File: src/rtl/div_tick_pkg.sv
// Shared encodings for the divided-clock tick generator: source selects and
// handshake FSM states.
package div_tick_pkg;

    localparam logic [1:0] SEL_DIV2 = 2'd0;
    localparam logic [1:0] SEL_DIV4 = 2'd1;
    localparam logic [1:0] SEL_DIV8 = 2'd2;
    localparam logic [1:0] SEL_EXT  = 2'd3;

    typedef enum logic {
        ST_RUN     = 1'b0,
        ST_PENDING = 1'b1
    } state_e;

endpackage

File: src/rtl/div_tick_gen_rise_detect.sv
// One-bit rising-edge detector for a clk-synchronous level: the history
// register clears on reset, so a level already high reads as a rise.
module rise_detect (
    input  logic clk,
    input  logic rst,
    input  logic lvl_i,
    output logic rise_o
);

    logic lvl_q;

    always_ff @(posedge clk or negedge rst) begin
        if (!rst) begin
            lvl_q <= 1'b0;
        end else begin
            lvl_q <= lvl_i;
        end
    end

    assign rise_o = lvl_i & ~lvl_q;

endmodule

File: src/rtl/div_tick_gen.sv
// Turns the selected divider level into single-cycle clk enables; rate
// changes are handshaked in and applied only on a divideby8 rising boundary.
module div_tick_gen
    import div_tick_pkg::*;
#(
    parameter int CNT_W   = 8,
    parameter int EXT_DIV = 4
) (
    input  logic             clk,
    input  logic             rst,
    input  logic             divideby2,
    input  logic             divideby4,
    input  logic             divideby8,
    input  logic [1:0]       sel_req,
    input  logic             sel_valid,
    output logic             sel_ready,
    output logic             pending,
    output logic [1:0]       active_sel,
    output logic             tick,
    output logic [CNT_W-1:0] tick_count
);

    localparam logic [7:0] EXT_LAST = 8'(EXT_DIV - 1);

    logic rise2, rise4, rise8;

    rise_detect u_rise2 (.clk(clk), .rst(rst), .lvl_i(divideby2), .rise_o(rise2));
    rise_detect u_rise4 (.clk(clk), .rst(rst), .lvl_i(divideby4), .rise_o(rise4));
    rise_detect u_rise8 (.clk(clk), .rst(rst), .lvl_i(divideby8), .rise_o(rise8));

    state_e           state_q;
    logic [1:0]       pend_sel_q;
    logic [1:0]       active_q;
    logic             ready_q;
    logic             pending_q;
    logic [7:0]       ext_q, ext_d;
    logic             tick_q, tick_d;
    logic [CNT_W-1:0] cnt_q, cnt_d;
    logic             src_rise;
    logic             ext_wrap;
    logic             switch_now;

    // Source rise uses the old active_q even in the switch cycle.
    always_comb begin
        ext_wrap   = rise8 && (ext_q == EXT_LAST);
        switch_now = (state_q == ST_PENDING) && rise8;
        case (active_q)
            SEL_DIV2: src_rise = rise2;
            SEL_DIV4: src_rise = rise4;
            SEL_DIV8: src_rise = rise8;
            default:  src_rise = ext_wrap;
        endcase

        ext_d = ext_q;
        if (switch_now || (active_q != SEL_EXT)) begin
            ext_d = '0;
        end else if (rise8) begin
            ext_d = ext_wrap ? 8'd0 : ext_q + 8'd1;
        end

        tick_d = src_rise;
        cnt_d  = src_rise ? cnt_q + 1'b1 : cnt_q;
    end

    always_ff @(posedge clk or negedge rst) begin
        if (!rst) begin
            ext_q  <= '0;
            tick_q <= 1'b0;
            cnt_q  <= '0;
        end else begin
            ext_q  <= ext_d;
            tick_q <= tick_d;
            cnt_q  <= cnt_d;
        end
    end

    // Handshake FSM; requests arriving while PENDING are dropped.
    always_ff @(posedge clk or negedge rst) begin
        if (!rst) begin
            state_q    <= ST_RUN;
            pend_sel_q <= SEL_DIV2;
            active_q   <= SEL_DIV2;
            ready_q    <= 1'b1;
            pending_q  <= 1'b0;
        end else begin
            case (state_q)
                ST_RUN: begin
                    if (sel_valid && ready_q) begin
                        pend_sel_q <= sel_req;
                        state_q    <= ST_PENDING;
                        ready_q    <= 1'b0;
                        pending_q  <= 1'b1;
                    end
                end
                default: begin
                    if (rise8) begin
                        active_q  <= pend_sel_q;
                        state_q   <= ST_RUN;
                        ready_q   <= 1'b1;
                        pending_q <= 1'b0;
                    end
                end
            endcase
        end
    end

    assign sel_ready  = ready_q;
    assign pending    = pending_q;
    assign active_sel = active_q;
    assign tick       = tick_q;
    assign tick_count = cnt_q;

endmodule
File: config.mk
export PLATFORM = sky130hd
export DESIGN_NAME = div_tick_gen
export DESIGN_NICKNAME = d
export VERILOG_FILES = /design/src/rtl/div_tick_pkg.sv /design/src/rtl/div_tick_gen_rise_detect.sv /design/src/rtl/div_tick_gen.sv
export SDC_FILE = /design/constraint.sdc
export NUM_CORES = 1
export LEC_CHECK = 0
export ABC_AREA = 0
export CORE_ASPECT_RATIO = 1.75
export CORE_MARGIN = 2
export CORE_UTILIZATION = 29
export DETAILED_ROUTE_END_ITERATION = 8
export PLACE_DENSITY = 0.45
export SYNTH_ARGS = -nofsm -noshare
export SYNTH_HDL_FRONTEND = slang
export SYNTH_SLANG_ARGS = --single-unit
File: constraint.sdc
create_clock -name clk -period 2.6 [get_ports clk]
set_input_delay 0.39 -clock clk [delete_from_list [all_inputs] [get_ports clk]]
set_output_delay 0.39 -clock clk [all_outputs]
set_load 0.05 [all_outputs]
==> run_results.csv <==
group,metric,value,unit
worst_setup_path,critPathCaptureType,"output port",
place,io_buffers,20,
synthesis,synth.area.top_cells,"dfrtp_1 (55%), xnor2_1 (5.2%), mux2_2 (4.7%)",
synthesis,netlist_area,1190,um2
timing,max_slew.worst_pin.slew,0.564,ns
detailed_routing,dr.pass1.iters,3,
finish,fin_nets,135,
cts,cts_buffer_depth,2,
grt,grt_overflow,0,
timing,finalHoldViolCount,0,
worst_setup_path,startpoint_type,"flop",
timing,setup_viol_count_final,0,
detailed_routing,vias_per_cell,4.70,
worst_setup_path,cp.arrival,1.65,ns
timing,fin_crit,2.04,ns
power,ir_worst_vdd,0.000457,V
finish,diodes,0,
worst_setup_path,timing.rr.start,"ext_q[4]$_DFFE_PN0P_",
worst_setup_path,path_buf_inv,1,
cts,cts_tree,"yes",
cts,cts_htree_levels,1,
die,ios,21,
synthesis,syn_inst,101,
finish,n_fill_cell,412,
die,num_rows,30,
detailed_routing,route.detailed.drc,0,
place,hpwl,1.85,mm
place,finalWeightedCongestion,0.700,
synthesis,synth_seq_area_share,0.569,
die,fp.coreArea,3900,um2
finish,drive_gt1_frac,0.0968,
die,die_h,88.7,um
cts,cts.sinks,27,
grt,track_usage,0.116,
worst_setup_path,cp.required,2.21,ns
finish,synthToLayoutAreaGrowth,24.4,%
timing,fmax,489,MHz
detailed_routing,drtAntennaViolNets,0,
worst_hold_path,hp-class,"input port to async pin",
cts,hold_buffers,0,
synthesis,synth.top_cell.area_share,0.547,
synthesis,synth_area_per_cell,11.8,um2
synthesis,ys_ff_latch,27,
cts,clockRootBuffer,"clkbuf_8",
cts,clkTransAtPathRegs,0.09,ns
worst_setup_path,worstSetupPathDepth,1,
timing,slew_headroom,0.623,
timing,rsz0062_at_grt,"no",
detailed_routing,drt_iter0_drc,6,
cts,clock_latency,0.27,ns
worst_setup_path,setup.worst_path.end,"active_sel[1]",
cts,cts.repair.resized,0,
worst_setup_path,cp_max_fo,8,
worst_setup_path,reg2reg_slack,0.76,ns
outcome,status,"finished, final reports clean",
timing,final.hold.worst_slack,0.476,ns
die,start_util,0.305,
synthesis,ys_types,24,
worst_setup_path,critPathKind,"flop to output port",
power,pwr_density_cell,1080,nW/um2
grt,grt_max_degree,17,
die,die_x,52.4,um
detailed_routing,vias,809,
worst_setup_path,critical-path-top-delay-family,"buffers and inverters",
finish,design_area,1480,um2
die,die_area,4650,um2
grt,antenna_found_initial,0,
worst_setup_path,slowest_delay,0.86,ns
detailed_routing,routedWlPerCell,13.8,um
worst_setup_path,startpoint,"active_sel[1]$_DFFE_PN0P_",
grt,grt_pass1_wl,4.02,mm
synthesis,syn_nets,111,
worst_setup_path,cp_slowest_cell,"clkdlybuf4s50_1",
cts,numCtsBuffers,3,
grt,grt_pass1_vias,878,
detailed_routing,finalWirelength,2.37,mm
synthesis,yosysWarnings,0,
timing,finalCritPeriodShare,0.786,
timing,setup_tns,0,ns
cts,post_cts_buffers,0,
timing,fin_worst_skew,0.00227,ns
synthesis,synth.largest_area_cell,"dfrtp_1",
timing,drv_slew,0,
job,drv_cap,0,
worst_setup_path,reg2regPathDepth,4,
place,placed_cell_area,1440,um2
worst_setup_path,r2r-end,"tick_count[1]$_DFFE_PN0P_",
worst_setup_path,crit_chain,"clkdlybuf4s50_1",
power,p_leak,0.624,nW
-- cells in the final DEF, fill, tap and decap left out, drive strengths merged, types with 3 or more instances in the layout --
master and n:
and3 4, mux2 5, clkbuf 4, a21oi 3, o21ai 4, nand2b 3, nand2 7, nand3 4
clkdlybuf4s50 20, nor2 10, nand4 7, xnor2 7, dfrtp 26, xor2 6
-- metrics by stage --
stage / utilization / worst slack (ns) / total power, mW / std cells
2_1_floorplan: - / 0.802 / 1.16 / 101
3_3_place_gp: 0.368 / 0.515 / 1.38 / 168
3_5_place_dp: 0.368 / 0.467 / 1.39 / 168
4_1_cts: 0.379 / 0.540 / 1.63 / 172
5_1_grt: 0.379 / 0.488 / 1.69 / 172
6_report: 0.379 / 0.556 / 1.60 / 172
-- metal layers --
layer | routed length, um | track usage
met1 | 942 | 0.127
met2 | 1320 | 0.215
met3 | 75 | 0.0236
met4 | 31 | 0.0420
met5 | 0 | 0
-- final cells by class --
class	count	area (um2)	area share
Multi-Input combinational cell	71	487	0.329
Clock buffer	4	45.0	0.0304
Tap cell	48	60.1	0.0406
Timing Repair Buffer	21	208	0.140
Inverter	1	3.75	0.00254
Sequential cell	27	677	0.457
-- synth_stat cells, drive strengths merged --
library cell,number
nand3,4
a22oi,1
o2111a,1
nand2,7
nor2,10
dfrtp,26
dfstp,1
a21oi,3
nor2b,1
nor4,2
inv,1
o211a,1
xnor2,7
nand3b,2
xor2,6
nand2b,3
mux2,5
nor3b,1
and3,4
o21ai,4
ha,2
buf,2
nand4,7
-- how the worst min path moves through the flow --
stage	startpoint	endpoint	slack (ns)	cells after the start
2_1_floorplan	rst	active_sel[0]$_DFFE_PN0P_	0.09	0
3_3_place_gp	tick_count[7]$_DFFE_PN0P_	tick_count[7]$_DFFE_PN0P_	0.47	1
3_5_place_dp	tick_count[7]$_DFFE_PN0P_	tick_count[7]$_DFFE_PN0P_	0.47	1
4_1_cts	tick_count[7]$_DFFE_PN0P_	tick_count[7]$_DFFE_PN0P_	0.48	1
5_1_grt	tick_count[7]$_DFFE_PN0P_	tick_count[7]$_DFFE_PN0P_	0.50	1
6_report	rst	ext_q[6]$_DFFE_PN0P_	0.48	1
-- power by group --
part           internal (mW)  switching [mW]
clock                  0.110           0.125
sequential             0.531           0.135
combinational          0.271           0.433
-- registers in the layout (all words and copies together) (netlist names) --
signal	count
ext_q	8
tick_count	8
active_sel	2
pend_sel_q	2
pending	1
sel_ready	1
state_q	1
tick	1
u_rise2.lvl_q	1
u_rise4.lvl_q	1
u_rise8.lvl_q	1
-- logic make-up (layout without fill, tap and decap cells) --
| kind of cell | count (synthesis) | after routing | share of synthesized area |
|---|---|---|---|
| flip-flops | 27 | 27 | 0.569 |
| multiplexers | 5 | 5 | 0.0473 |
| AND/OR/NAND/NOR | 41 | 41 | 0.180 |
| XOR/XNOR | 13 | 13 | 0.0957 |
| AO/OA/AOI/OAI | 10 | 10 | 0.0652 |
| buffers and inverters | 3 | 26 | 0.0221 |
| adder cells (fa/ha/maj) | 2 | 2 | 0.0210 |
(Power assumes the default switching activity.)
